File: src/rtl/fme_pkg.sv
// rtl/fme_pkg.sv - shared taps, intermediate widths, rounding constants and FSM state type for the FME interpolator
package fme_pkg;

  localparam int TAPS [8] = '{-1, 4, -11, 40, 40, -11, 4, -1};

  localparam int H_SUM_W = 16;
  localparam int D_SUM_W = 24;

  localparam int RND6  = 32;
  localparam int RND12 = 2048;

  typedef enum logic [1:0] {IDLE, LOAD, DONE} state_t;

endpackage

File: src/rtl/fme_filter8.sv
// rtl/fme_filter8.sv - combinational 8-tap signed dot product over the half-pel taps, unrounded
module fme_filter8
  import fme_pkg::*;
#(
  parameter int IN_W  = 9,
  parameter int OUT_W = 16
) (
  input  logic [8*IN_W-1:0]       x,
  output logic signed [OUT_W-1:0] sum
);

  logic signed [IN_W-1:0]  xi;
  logic signed [OUT_W-1:0] xe;
  logic signed [OUT_W-1:0] acc;

  // Each tap input is treated as signed; callers zero-extend unsigned pixels.
  always_comb begin
    xi  = '0;
    xe  = '0;
    acc = '0;
    for (int i = 0; i < 8; i++) begin
      xi  = x[i*IN_W +: IN_W];
      xe  = OUT_W'(xi);
      acc = acc + xe * OUT_W'(TAPS[i]);
    end
  end

  assign sum = acc;

endmodule

File: src/rtl/fme_interp_stream.sv
// rtl/fme_interp_stream.sv - row-streaming HEVC luma half-pel interpolator (h, v; diagonal d when FME_DIAG_EN is defined)
module fme_interp_stream
  import fme_pkg::*;
#(
  parameter int DATA_WIDTH = 8,
  parameter int BLK_W      = 8,
  parameter int BLK_H      = 8
) (
  input  logic                            clock,
  input  logic                            reset,
  input  logic                            enable,
  input  logic [(BLK_W+7)*DATA_WIDTH-1:0] in_row,
  input  logic                            in_valid,
  output logic                            in_ready,
  output logic [BLK_W*DATA_WIDTH-1:0]     out_h,
  output logic [BLK_W*DATA_WIDTH-1:0]     out_v,
  output logic [BLK_W*DATA_WIDTH-1:0]     out_d,
  output logic                            out_valid,
  output logic [$clog2(BLK_H)-1:0]        out_row,
  output logic                            done
);

  localparam int ROW_W = (BLK_W+7)*DATA_WIDTH;
  localparam int OUT_W = BLK_W*DATA_WIDTH;
  localparam int SX_W  = DATA_WIDTH+1;
  localparam int CNT_W = $clog2(BLK_H+8);
  localparam int IDX_W = $clog2(BLK_H);
  localparam logic signed [31:0] MAX_PIX = (32'sd1 <<< DATA_WIDTH) - 32'sd1;
`ifdef FME_DIAG_EN
  localparam int HR_LO = 0;
  localparam int HR_HI = 7;
`else
  localparam int HR_LO = 3;
  localparam int HR_HI = 3;
`endif

  state_t                    state;
  logic [ROW_W-1:0]          hist [7];
  logic [ROW_W-1:0]          nwin [8];
  logic [CNT_W-1:0]          rows_cnt;
  logic                      accept;
  logic                      emit;
  logic [OUT_W-1:0]          h_res;
  logic [OUT_W-1:0]          v_res;
  logic signed [H_SUM_W-1:0] hs [HR_LO:HR_HI][BLK_W];
  logic signed [H_SUM_W-1:0] vs [BLK_W];

  function automatic logic [DATA_WIDTH-1:0] round_clip(input logic signed [31:0] s,
                                                       input int sh,
                                                       input logic signed [31:0] rnd);
    logic signed [31:0] t;
    t = (s + rnd) >>> sh;
    if (t < 0) return '0;
    if (t > MAX_PIX) return '1;
    return t[DATA_WIDTH-1:0];
  endfunction

  assign accept = in_ready && in_valid;
  assign emit   = accept && (rows_cnt >= CNT_W'(7));

  // The 8-row window seen by the filters is the 7 stored rows plus the row being
  // accepted, so a result is registered on the same edge that takes its last row.
  always_comb begin
    for (int i = 0; i < 7; i++) nwin[i] = hist[i];
    nwin[7] = in_row;
  end

  for (genvar r = HR_LO; r <= HR_HI; r++) begin : g_hrow
    for (genvar c = 0; c < BLK_W; c++) begin : g_hcol
      logic [8*SX_W-1:0] x;
      for (genvar t = 0; t < 8; t++) begin : g_tap
        assign x[t*SX_W +: SX_W] = {1'b0, nwin[r][(c+t)*DATA_WIDTH +: DATA_WIDTH]};
      end
      fme_filter8 #(.IN_W(SX_W), .OUT_W(H_SUM_W)) u_filt (.x(x), .sum(hs[r][c]));
    end
  end

  for (genvar c = 0; c < BLK_W; c++) begin : g_vcol
    logic [8*SX_W-1:0] x;
    for (genvar t = 0; t < 8; t++) begin : g_tap
      assign x[t*SX_W +: SX_W] = {1'b0, nwin[t][(c+3)*DATA_WIDTH +: DATA_WIDTH]};
    end
    fme_filter8 #(.IN_W(SX_W), .OUT_W(H_SUM_W)) u_filt (.x(x), .sum(vs[c]));
    assign h_res[c*DATA_WIDTH +: DATA_WIDTH] = round_clip(32'(hs[3][c]), 6, RND6);
    assign v_res[c*DATA_WIDTH +: DATA_WIDTH] = round_clip(32'(vs[c]), 6, RND6);
  end

`ifdef FME_DIAG_EN
  logic [OUT_W-1:0] d_res;

  for (genvar c = 0; c < BLK_W; c++) begin : g_dcol
    logic [8*H_SUM_W-1:0]      x;
    logic signed [D_SUM_W-1:0] ds;
    for (genvar t = 0; t < 8; t++) begin : g_tap
      assign x[t*H_SUM_W +: H_SUM_W] = hs[t][c];
    end
    fme_filter8 #(.IN_W(H_SUM_W), .OUT_W(D_SUM_W)) u_filt (.x(x), .sum(ds));
    assign d_res[c*DATA_WIDTH +: DATA_WIDTH] = round_clip(32'(ds), 12, RND12);
  end

  always_ff @(posedge clock) begin
    if (reset) out_d <= '0;
    else if (emit) out_d <= d_res;
  end
`else
  assign out_d = '0;
`endif

  always_ff @(posedge clock) begin
    if (reset) begin
      state     <= IDLE;
      in_ready  <= 1'b0;
      rows_cnt  <= '0;
      out_valid <= 1'b0;
      out_row   <= '0;
      done      <= 1'b0;
      out_h     <= '0;
      out_v     <= '0;
      for (int i = 0; i < 7; i++) hist[i] <= '0;
    end else begin
      out_valid <= 1'b0;
      done      <= 1'b0;
      case (state)
        IDLE: begin
          if (enable) begin
            state    <= LOAD;
            in_ready <= 1'b1;
            rows_cnt <= '0;
          end
        end
        LOAD: begin
          if (accept) begin
            for (int i = 0; i < 7; i++) hist[i] <= nwin[i+1];
            rows_cnt <= rows_cnt + 1'b1;
            if (emit) begin
              out_valid <= 1'b1;
              out_row   <= IDX_W'(rows_cnt - CNT_W'(7));
              out_h     <= h_res;
              out_v     <= v_res;
            end
            if (rows_cnt == CNT_W'(BLK_H+6)) begin
              state    <= DONE;
              in_ready <= 1'b0;
            end
          end
        end
        DONE: begin
          state <= IDLE;
          done  <= 1'b1;
        end
        default: begin
          state    <= IDLE;
          in_ready <= 1'b0;
        end
      endcase
    end
  end

endmodule
File: config.mk
export PLATFORM = sky130hd
export DESIGN_NAME = fme_interp_stream
export DESIGN_NICKNAME = d
export VERILOG_FILES = /design/src/rtl/fme_pkg.sv /design/src/rtl/fme_filter8.sv /design/src/rtl/fme_interp_stream.sv
export SDC_FILE = /design/constraint.sdc
export NUM_CORES = 2
export LEC_CHECK = 0
export ABC_AREA = 1
export BUFFER_PORTS_ARGS = -buffer_cell sky130_fd_sc_hd__buf_2
export CAP_MARGIN = 20
export CORE_UTILIZATION = 50
export DETAILED_ROUTE_END_ITERATION = 16
export PLACE_DENSITY = 0.66
export SYNTH_ARGS = -nofsm -noshare
export SYNTH_HDL_FRONTEND = slang
export SYNTH_HIERARCHICAL = 1
export SYNTH_SLANG_ARGS = --single-unit
File: constraint.sdc
create_clock -name clock -period 26.8 [get_ports clock]
set_input_delay 8.04 -clock clock [delete_from_list [all_inputs] [get_ports clock]]
set_output_delay 8.04 -clock clock [all_outputs]
set_load 0.02 [all_outputs]
==> impl_metrics.toml <==
[sta]
worstMarginPinSlew_ns = 1.24
post-route-min-period_ns = 12.43
setup_viol = 0
timing.final.ws_setup_ns = 14.37
setup_tns_ns = 0
timing_hold_violations_final = 0
max-slew-margin-rel = 0.164
maxSlewViolCount = 0
max_freq_ghz = 0.0804
grt_setup_unrepaired = "false"
skew_ns = 0.114
min_period_over_period = 0.464

[synth]
yosys-top-cells-area = "fa_1, ha_1, edfxtp_1"
postSynth.asyncResetShare = 0
synth_largest_type_area_fraction = 0.231
synthesis.area_um2 = 125000
synth_unique_cells = 57
synth-warning-count = 6
ys_seq_elements = 812
synth_area_per_cell_um2 = 8.38
yosysSeqAreaShare = 0.184
yosysTopAreaCell = "fa_1"
synthesis.instances = 14900
synth_top_flop_cell = "edfxtp_1"
number_of_enable_flip_flop_cells_after_synthesis = 672

[global_routing]
gr-usage-all-layers = 0.246
number_of_global_route_vias_before_repair = 89900
grt_pass1_wl_um = 484000
pin_count_of_the_biggest_net_entering_global_routing = 183
grt_antenna_before_repair = 29
overflow = 0

[setup_path]
path_common_cell = "inv_1"
crit_path_arrival_time_ns = 13.05
worst_setup_path_end_kind = "register"
critPathRequiredTime_ns = 27.41
critPathMaxFanout = 8
crit_path_start_kind = "input pin"
cpMaxStageDelayCell = "fa_1"
timing.setup.critical_path_class = "in2reg"
worst_path_largest_cell_delay_ns = 0.54

[clock_network]
clock_latency_reported_for_the_late_side_of_the_worst_skew_pair_ns = 0.83
cts-buffers-inserted = 104
clock_path_buffers = 3
post_cts_resized = 0
clock_tree.root_cell = "clkbuf_16"
cts.hold.buffers_added = 0
clk_sinks = 812
cts_htree_levels = 3
post_cts_buffers = 0
cts_tree = "yes"
clkTransAtPathRegs_ns = 0.06

[routing]
routed-via-count = 90400
detailedRoute.firstPassIterationCount = 6
detail-route-antenna-nets = 0
drc_errors = 0
wl_per_cell_um = 15.7
detailedRoute.firstIterationViolations = 5388
route.detailed.vias_per_inst = 4.72
wl_um = 301000

[layout]
fraction_of_final_layout_cells_with_drive_strength_greater_than_1 = 0.0603
final_nets = 19100
n_fill_cell = 23400
syn2layout_area_growth_pct = 8.42

[min_path]
worst_hold_path_type = "reg2reg"

[place]
place_ws_ns = 13.64
port-buffer-count = 257
detailed_place_hpwl_um = 247000
globalplace.congestion = 0.920

[die]
pin_count = 322
core_area_um2 = 249000
die_height_um = 502
placementRows = 183
dieArea_um2 = 252000
initial_utilization = 0.503
die_w_um = 502

[job]
max_cap_viol_count = 0

[run_status]
status = "complete, no violations"
routing by layer:
metal	GRT usage	share of wire	up-vias
li1	-	-	45700
met1	0.345	0.47	42700
met2	0.400	0.45	1666
met3	0.0372	0.057	325
met4	0.0559	0.024	24
met5	0	0.00049	-
cell usage in the layout (no fill, tap or decap), types with 12 or more instances in the layout:
| cell | Yosys | layout |
|---|---|---|
| a21o_1 | 32 | 32 |
| nor3_1 | 22 | 22 |
| fa_1 | 1440 | 1440 |
| nor2_1 | 1017 | 1017 |
| buf_2 | 49 | 256 |
| nand3_1 | 366 | 366 |
| nand2_1 | 2225 | 2223 |
| o2111ai_1 | 16 | 16 |
| o21ai_2 | 14 | 14 |
| nand3b_1 | 55 | 55 |
| or2_2 | 13 | 13 |
| ha_1 | 1810 | 1810 |
| clkinv_1 | 0 | 12 |
| inv_2 | 35 | 35 |
| a21oi_2 | 27 | 27 |
| inv_1 | 4486 | 4487 |
| nand4_1 | 96 | 96 |
| clkinv_2 | 11 | 20 |
| edfxtp_1 | 672 | 672 |
| o211ai_1 | 27 | 27 |
| nand2_2 | 172 | 172 |
| o21ai_1 | 29 | 29 |
| xor2_1 | 526 | 526 |
| a21oi_4 | 27 | 27 |
| a21oi_1 | 654 | 654 |
| clkbuf_16 | 0 | 107 |
| nand3_2 | 70 | 70 |
| dfxtp_1 | 140 | 140 |
| a31oi_1 | 21 | 21 |
| conb_1 | 1 | 538 |
| clkbuf_1 | 32 | 27 |
| o21bai_1 | 26 | 26 |
| nor2_4 | 29 | 29 |
| nand4_2 | 15 | 15 |
| nand3_4 | 12 | 12 |
| buf_4 | 65 | 82 |
| o21ai_0 | 212 | 212 |
| o21bai_2 | 13 | 13 |
| xnor2_1 | 379 | 379 |
synth_stat cells, types with 26 or more instances:
master and number:
o21ai_0 212, a21oi_4 27, nand3_2 70, inv_2 35
nor2_1 1017, buf_2 49, o21ai_1 29, ha_1 1810
o211ai_1 27, a21oi_1 654, nand4_1 96, o21bai_1 26
edfxtp_1 672, nand3_1 366, nand3b_1 55, inv_1 4486
nor2_4 29, a21oi_2 27, buf_4 65, nand2_2 172
dfxtp_1 140, a21o_1 32, xor2_1 526, clkbuf_1 32
nand2_1 2225, fa_1 1440, xnor2_1 379
state kept, by name (all words and copies together), names as in the netlist:
signal     cells
done           1
hist         672
in_ready       1
out_h         64
out_row        3
out_v         64
out_valid      1
rows_cnt       4
state          2
worst max-delay path: cells and delay by family:
kind	cells	cell delay, ns
compound gates	5	0.64
simple gates	6	0.82
buf+inv	7	0.47
xor+xnor	2	0.67
fa+ha+maj	5	2.42
final timing paths:
check	from	slack, ns	to	depth (start not counted)
setup / recovery	in_row[63]	14.37	out_v[39]	25
hold / removal	out_v[47]	0.46	out_v[47]	2
setup reg to reg	hist[3][65]	17.93	out_h[48]	32
hold reg to reg	out_v[47]	0.46	out_v[47]	2
kinds of logic after synthesis:
family | count (synthesis) | synth area share
fa+ha+maj | 3250 | 0.412
simple gates | 4116 | 0.143
other cells | 1 | 0.0000300
xor+xnor | 905 | 0.0634
compound gates | 1120 | 0.0521
flops | 812 | 0.184
buf+inv | 4703 | 0.145
through the flow:
stage	utilization	area (um2)	hold WS [ns]	instances
floorplan	-	127000	0.467	15400
global placement	0.531	132000	0.451	18900
detailed placement	0.531	132000	0.452	18900
CTS	0.545	135000	0.463	19100
global route	0.545	135000	0.478	19100
finish	0.545	136000	0.458	19100
cell type report:
| class | count | area, um2 | share of cell area |
|---|---|---|---|
| multi-input combinational | 9929 | 85900 | 0.634 |
| sequential | 812 | 23000 | 0.170 |
| inverter | 4533 | 17000 | 0.126 |
| tap | 3330 | 4170 | 0.0307 |
| clock buffer | 140 | 2860 | 0.0211 |
| timing repair buffer | 341 | 1950 | 0.0144 |
| clock inverter | 54 | 628 | 0.00464 |
| antenna | 8 | 20.0 | 0.000148 |
Power is left out: the tool's default activity adds up to more than one toggle a clock period on the data nets, which glitch-free logic cannot reach.
